### src/rtl/axil_bus_pkg.sv
// Types and constants shared by the AXI4-Lite to simple-bus bridge.
// Holds the FSM state encoding and the AXI response codes.
package axil_bus_pkg;

  typedef enum logic [2:0] {
    IDLE     = 3'd0,
    WR_ISSUE = 3'd1,
    WR_RESP  = 3'd2,
    RD_ISSUE = 3'd3,
    RD_WAIT  = 3'd4,
    RD_RESP  = 3'd5
  } axil_state_e;

  localparam logic [1:0] RESP_OKAY   = 2'b00;
  localparam logic [1:0] RESP_SLVERR = 2'b10;

endpackage

### src/rtl/axi_lite_to_bus.sv
// AXI4-Lite slave to single-outstanding word bus bridge; AW/W/AR captured in IDLE, one transaction at a time.
// Latency: AW+W to B is 2 cycles, AR to R is 2 cycles plus bus read latency; stalls on m_ready/m_rvalid/s_bready/s_rready.
// Optional AXIL2BUS_STRB_CHECK_EN: writes with partial strobes over the data width get SLVERR and no bus request.
module axi_lite_to_bus
  import axil_bus_pkg::*;
#(
  parameter int ADDRESS_WIDTH   = 32,
  parameter int DATA_WIDTH      = 24,
  parameter int MASTER_ID_WIDTH = 8,
  parameter int MASTER_ID       = 1
) (
  input  logic                       clk_i,
  input  logic                       rst_ni,
  input  logic [31:0]                s_awaddr_i,
  input  logic                       s_awvalid_i,
  output logic                       s_awready_o,
  input  logic [31:0]                s_wdata_i,
  input  logic [3:0]                 s_wstrb_i,
  input  logic                       s_wvalid_i,
  output logic                       s_wready_o,
  output logic [1:0]                 s_bresp_o,
  output logic                       s_bvalid_o,
  input  logic                       s_bready_i,
  input  logic [31:0]                s_araddr_i,
  input  logic                       s_arvalid_i,
  output logic                       s_arready_o,
  output logic [31:0]                s_rdata_o,
  output logic [1:0]                 s_rresp_o,
  output logic                       s_rvalid_o,
  input  logic                       s_rready_i,
  output logic                       m_valid_o,
  input  logic                       m_ready_i,
  output logic                       m_write_o,
  output logic [ADDRESS_WIDTH-1:0]   m_addr_o,
  output logic [DATA_WIDTH-1:0]      m_data_o,
  output logic [MASTER_ID_WIDTH-1:0] m_id_o,
  input  logic                       m_rvalid_i,
  output logic                       m_rready_o,
  input  logic [DATA_WIDTH-1:0]      m_rdata_i
);

  axil_state_e state_q, state_d;

  logic                     aw_held_q, aw_held_d;
  logic                     w_held_q, w_held_d;
  logic                     ar_held_q, ar_held_d;
  logic [ADDRESS_WIDTH-1:0] awaddr_q, araddr_q;
  logic [DATA_WIDTH-1:0]    wdata_q;
  logic                     last_was_read_q;
  logic [ADDRESS_WIDTH-1:0] m_addr_q;
  logic [DATA_WIDTH-1:0]    m_data_q;

  logic aw_fire, w_fire, ar_fire;
  logic wr_avail, rd_avail, conflict, pick_rd, pick_wr, strb_ok;
  logic [ADDRESS_WIDTH-1:0] aw_word, ar_word, aw_eff, ar_eff;
  logic [DATA_WIDTH-1:0]    wdata_eff;

  // Zero-extend before slicing so any ADDRESS_WIDTH can take bits [AW+1:2].
  logic [ADDRESS_WIDTH+33:0] aw_ext, ar_ext;
  assign aw_ext  = {{(ADDRESS_WIDTH+2){1'b0}}, s_awaddr_i};
  assign ar_ext  = {{(ADDRESS_WIDTH+2){1'b0}}, s_araddr_i};
  assign aw_word = aw_ext[ADDRESS_WIDTH+1:2];
  assign ar_word = ar_ext[ADDRESS_WIDTH+1:2];

  logic unused_bits;
  assign unused_bits = ^{aw_ext, ar_ext, s_wdata_i, s_wstrb_i};

`ifdef AXIL2BUS_STRB_CHECK_EN
  localparam logic [3:0] STRB_MASK = 4'((1 << ((DATA_WIDTH + 7) / 8)) - 1);
  logic [3:0] wstrb_q;
  logic [3:0] wstrb_eff;
  assign wstrb_eff = w_held_q ? wstrb_q : s_wstrb_i;
  assign strb_ok   = &(wstrb_eff | ~STRB_MASK);
`else
  assign strb_ok = 1'b1;
`endif

  always_comb begin
    aw_fire   = s_awvalid_i && s_awready_o;
    w_fire    = s_wvalid_i  && s_wready_o;
    ar_fire   = s_arvalid_i && s_arready_o;
    aw_eff    = aw_held_q ? awaddr_q : aw_word;
    ar_eff    = ar_held_q ? araddr_q : ar_word;
    wdata_eff = w_held_q ? wdata_q : s_wdata_i[DATA_WIDTH-1:0];
    wr_avail  = (state_q == IDLE) && (aw_held_q || aw_fire) && (w_held_q || w_fire);
    rd_avail  = (state_q == IDLE) && (ar_held_q || ar_fire);
    conflict  = wr_avail && rd_avail;
    pick_rd   = rd_avail && (!wr_avail || !last_was_read_q);
    pick_wr   = wr_avail && !pick_rd;

    state_d = state_q;
    unique case (state_q)
      IDLE: begin
        if (pick_rd)      state_d = RD_ISSUE;
        else if (pick_wr) state_d = strb_ok ? WR_ISSUE : WR_RESP;
      end
      WR_ISSUE: if (m_ready_i)  state_d = WR_RESP;
      WR_RESP:  if (s_bready_i) state_d = IDLE;
      RD_ISSUE: if (m_ready_i)  state_d = RD_WAIT;
      RD_WAIT:  if (m_rvalid_i) state_d = RD_RESP;
      RD_RESP:  if (s_rready_i) state_d = IDLE;
      default:  state_d = IDLE;
    endcase

    // A write stays held through its B response; a losing write or read just waits here.
    aw_held_d = aw_held_q || aw_fire;
    w_held_d  = w_held_q || w_fire;
    if (state_q == WR_RESP && s_bready_i) begin
      aw_held_d = 1'b0;
      w_held_d  = 1'b0;
    end
    ar_held_d = (ar_held_q || ar_fire) && !pick_rd;
  end

  always_ff @(posedge clk_i or negedge rst_ni) begin
    if (!rst_ni) begin
      state_q         <= IDLE;
      aw_held_q       <= 1'b0;
      w_held_q        <= 1'b0;
      ar_held_q       <= 1'b0;
      awaddr_q        <= '0;
      araddr_q        <= '0;
      wdata_q         <= '0;
      last_was_read_q <= 1'b0;
      m_addr_q        <= '0;
      m_data_q        <= '0;
      s_awready_o     <= 1'b0;
      s_wready_o      <= 1'b0;
      s_arready_o     <= 1'b0;
      m_valid_o       <= 1'b0;
      m_write_o       <= 1'b0;
      m_rready_o      <= 1'b0;
      s_bvalid_o      <= 1'b0;
      s_bresp_o       <= RESP_OKAY;
      s_rvalid_o      <= 1'b0;
      s_rdata_o       <= '0;
`ifdef AXIL2BUS_STRB_CHECK_EN
      wstrb_q         <= '0;
`endif
    end else begin
      state_q   <= state_d;
      aw_held_q <= aw_held_d;
      w_held_q  <= w_held_d;
      ar_held_q <= ar_held_d;
      if (aw_fire) awaddr_q <= aw_word;
      if (ar_fire) araddr_q <= ar_word;
      if (w_fire) begin
        wdata_q <= s_wdata_i[DATA_WIDTH-1:0];
`ifdef AXIL2BUS_STRB_CHECK_EN
        wstrb_q <= s_wstrb_i;
`endif
      end

      // Round-robin only when both directions compete in the same cycle.
      if (conflict) last_was_read_q <= pick_rd;

      if (pick_rd) begin
        m_addr_q <= ar_eff;
      end else if (pick_wr) begin
        m_addr_q  <= aw_eff;
        m_data_q  <= wdata_eff;
        s_bresp_o <= strb_ok ? RESP_OKAY : RESP_SLVERR;
      end

      if (state_q == RD_WAIT && m_rvalid_i) s_rdata_o <= 32'(m_rdata_i);

      s_awready_o <= (state_d == IDLE) && !aw_held_d;
      s_wready_o  <= (state_d == IDLE) && !w_held_d;
      s_arready_o <= (state_d == IDLE) && !ar_held_d;
      m_valid_o   <= (state_d == WR_ISSUE) || (state_d == RD_ISSUE);
      m_write_o   <= (state_d == WR_ISSUE);
      m_rready_o  <= (state_d == RD_WAIT);
      s_bvalid_o  <= (state_d == WR_RESP);
      s_rvalid_o  <= (state_d == RD_RESP);
    end
  end

  assign m_addr_o  = m_addr_q;
  assign m_data_o  = m_data_q;
  assign m_id_o    = MASTER_ID_WIDTH'(MASTER_ID);
  assign s_rresp_o = RESP_OKAY;

endmodule

### config.mk
export PLATFORM = sky130hd
export DESIGN_NAME = axi_lite_to_bus
export DESIGN_NICKNAME = d
export VERILOG_FILES = /design/src/rtl/axil_bus_pkg.sv /design/src/rtl/axi_lite_to_bus.sv
export SDC_FILE = /design/constraint.sdc
export NUM_CORES = 1
export LEC_CHECK = 0
export ABC_CLOCK_PERIOD_IN_PS = 1750
export CAP_MARGIN = 20
export CORE_UTILIZATION = 43
export DETAILED_ROUTE_END_ITERATION = 16
export PLACE_DENSITY_LB_ADDON = 0.08
export SLEW_MARGIN = 5
export SYNTH_ARGS = -nofsm -noshare
export SYNTH_HDL_FRONTEND = slang
export SYNTH_SLANG_ARGS = --single-unit
### constraint.sdc
create_clock -name clk_i -period 1.75 [get_ports clk_i]
set_input_delay 0.2625 -clock clk_i [delete_from_list [all_inputs] [get_ports clk_i]]
set_output_delay 0.2625 -clock clk_i [all_outputs]
set_load 0.03 [all_outputs]
==> qor.csv <==
stage,metric,value,unit
pwr,Worst VDD drop,925,µV
worst_setup_path,CP required,1.49,ns
yosys,Post-synth EDFFs,0,
yosys,fraction of registers with async set/reset,100,%
floorplanning,Die X,137,µm
sta,RSZ-0062 raised after global routing,false,
floorplanning,die area,0.0188,mm²
sta,Clock Skew,0.00925,ns
yosys,dominant cell type by area after synthesis,dfrtp_1,
status,status,"complete, no violations",
final_layout,"most common cell after layout, fill and taps aside",dfrtp_1,
worst_setup_path,crit path DAT,1.45,ns
sta,Max Fclk,583,MHz
global_routing,grt total ovfl,0,
floorplanning,Initial Utilization,43.7,%
worst_setup_path,CP Max Fanout,2,
routing,Total Wirelength,17900,µm
clock_tree,clock root cell,clkbuf_16,
clock_tree,clock-pin slew of the registers on the worst-case setup and hold paths,0.07,ns
clock_tree,CTS tree,done,
yosys,Main synth FF type,dfrtp_1,
worst_setup_path,reg2reg end,m_addr_o[11],
global_routing,initial antenna violation count,0,
clock_tree,number of buffers created by CTS,17,
worst_setup_path,R2R depth,5,
clock_tree,worst skew pair latency,0.43,ns
pwr,Net Sw Power,7.84,mW
global_routing,largest net degree at the start of global routing,52,
sta,Slew @ Worst Pin,0.547,ns
clock_tree,CTS Buffer Depth,2,
yosys,Post-Syn Area,0.00786,mm²
floorplanning,Placement Rows,49,
routing,Routed WL per cell,17.1,µm
worst_setup_path,critical path's top delay family,buffers and inverters,
worst_setup_path,kind of critical path,flop to output port,
yosys,Area contributors post-synth,"dfrtp_1, mux2_1, mux2i_1",
final_layout,fin util,61.1,%
routing,Iteration-0 DRC Markers,150,
final_layout,fraction of layout cells with a size suffix above 1,16.3,%
pwr,LEAKAGE,5.10,nW
job,Max-Cap Viols,0,
global_routing,vias in the first global route,5785,
clock_tree,"Setup Fix Bufs, Post-CTS",0,
final_layout,fin cells,1049,
yosys,Cells after Synth,589,
global_routing,first-pass GRT wire length,28600,µm
sta,# setup viols final,0,
min_path,HP Class,input port to asynchronous set/reset pin,
final_layout,Area growth syn-to-layout,39.7,%
pwr,Int Power,12.9,mW
worst_setup_path,max incr delay on CP,0.68,ns
routing,Pre-antenna DRT Iters,4,
final_layout,nets,940,
final_layout,FF/Latch Area,0.00443,mm²
sta,Final period util,98.0,%
sta,Final Max Slew Viols,0,
yosys,Synth top area share,56.4,%
final_layout,"commonest non-fill, non-tap cells in the layout","dfrtp_1, clkdlybuf4s50_1, mux2_1",
yosys,sequential area share after synthesis,56.4,%
place,dpl hpwl,12900,µm
routing,Via density,5.08,
worst_setup_path,critical path capture point type,output port,
final_layout,FILL cells,1420,
yosys,Yosys cell types,33,
pwr,P per Cell Area,1890,mW/mm²
place,placed insts,1016,
routing,Routed Antenna Nets,0,
routing,drc violations,0,
routing,routed via count,5333,
worst_setup_path,worst r2r src,state_q[2],
pwr,Sequential Power Share,34.5,%
sta,Slew HR,63.5,%
pwr,switch share,37.7,%
pwr,clock share of power,17.4,%
sta,fin crit period,1.71,ns
worst_setup_path,crit path cell chain,clkdlybuf4s50_1,
worst_setup_path,reg2reg setup slack,0.09,ns
final_layout,# diodes,0,
floorplanning,I/O pin cnt,241,
clock_tree,H-tree depth,4,
pwr,Comb power frac,48.0,%
floorplanning,CORE AREA,0.0180,mm²
place,Buffers on Ports,202,
place,GPL Wtd Cong,0.797,
worst_setup_path,Slowest cell on crit path,clkdlybuf4s50_1,
worst_setup_path,worst path bufs/invs,1,
final_layout,multi-input logic area,0.00319,mm²
yosys,Post-Syn Area per Cell,13.3,µm²
global_routing,GRT Overall Usage,20.0,%
floorplanning,Die Y,137,µm
sta,final hold viol count,0,
worst_setup_path,Worst setup SP type,flop,
clock_tree,Sink Count,177,
yosys,Yosys Warn Count,0,
yosys,post-synthesis register bit count,177,
worst max-delay path by stage:
stage / startpoint / to / slack [ns] / cells past startpoint
after floorplan: s_arready_o / m_data_o[4] / 0.07 / 6
after global placement: s_arvalid_i / m_addr_o[16] / -0.12 / 6
after detailed placement: s_arvalid_i / m_addr_o[26] / -0.14 / 6
after CTS: m_addr_o[26] / m_addr_o[26] / 0.0006 / 1
after global routing: s_rdata_o[8] / s_rdata_o[8] / 0.0009 / 1
final: s_rdata_o[23] / s_rdata_o[23] / 0.04 / 1
cell usage after synthesis, types with 2 or more instances:
cell and number:
nand2b_1 3, clkbuf_1 17, conb_1 2, a21o_1 2, a21oi_2 2, nor2b_1 2
mux2_1 108, buf_2 7, dfrtp_1 177, mux2i_1 54, buf_4 27, and2_1 2
buf_6 3, o221a_2 30, nor2_1 11, a21oi_1 6, o21ai_0 2, nor3_1 5
nand2_1 59, buf_1 3, o21ai_1 26, mux2_2 30
logic make-up (layout without fill, tap and decap cells):
kind of cell / Yosys count / after routing / share of synthesized area, %
other: 2 / 22 / 0.0956
XOR/XNOR: 1 / 1 / 0.112
buffers and inverters: 58 / 269 / 4.46
multiplexers: 192 / 192 / 26.7
AO/OA/AOI/OAI: 72 / 72 / 7.53
flip-flops: 177 / 177 / 56.4
AND/OR/NAND/NOR: 87 / 87 / 4.76
per-stage QoR:
step	power [mW]	instance area (µm²)	hold slack (ns)	setup TNS, ns	setup slack (ns)
6_report	20.8	11000	0.360	0	0.0351
3_5_place_dp	17.6	10300	0.255	-5.21	-0.142
5_1_grt	22.1	11000	0.422	0	0.000920
3_3_place_gp	17.2	10300	0.249	-4.32	-0.116
4_1_cts	21.1	10900	0.379	0	0.000581
2_1_floorplan	13.6	7930	-0.0331	0	0.0699
metal layers:
layer  GRT usage (%)  wire (µm)  part of all wire [%]  vias to the layer above
met5               0          0                     0                        -
met4            7.08        258                   1.4                        0
met3            4.93       1020                   5.7                       18
met2            34.9       9140                    51                      155
met1            23.8       7510                    42                     2660
li1                -          -                     -                     2500
timing repair:
| action | in CTS | in global routing |
|---|---|---|
| gates resized for setup | 23 | 36 |
| setup endpoints to repair | 23 | 36 |
| endpoints found under the hold margin | 45 | 0 |
| pin swaps | 0 | 0 |
| gates cloned | 0 | 0 |
| hold buffers | 1 | 0 |
power groups by stage:
stage,sequential [mW],combinational (mW),clock (mW)
after floorplan,8.90,4.70,0
after global placement,7.16,10.1,0
after detailed placement,7.30,10.3,0
after CTS,7.23,10.2,3.74
after global routing,7.45,10.7,3.88
final,7.17,9.98,3.62
state kept, by name (all words and copies together), names as in the netlist:
name             flops
w_held_q             1
state_q              3
m_write_o            1
m_valid_o            1
last_was_read_q      1
m_addr_o            30
s_rdata_o           24
s_bvalid_o           1
s_awready_o          1
wdata_q             24
araddr_q            30
m_rready_o           1
awaddr_q            30
ar_held_q            1
s_wready_o           1
aw_held_q            1
s_arready_o          1
s_rvalid_o           1
m_data_o            24
layout make-up:
| cell class | count | area share (%) |
|---|---|---|
| repair buffers | 236 | 22.8 |
| multi-input cells | 374 | 29.1 |
| clock inverters | 13 | 1.01 |
| well taps | 229 | 2.61 |
| inverters | 1 | 0.0342 |
| clock buffers | 19 | 4.13 |
| flip-flops and latches | 177 | 40.4 |
Note: power is estimated with default switching activity, not from simulation.
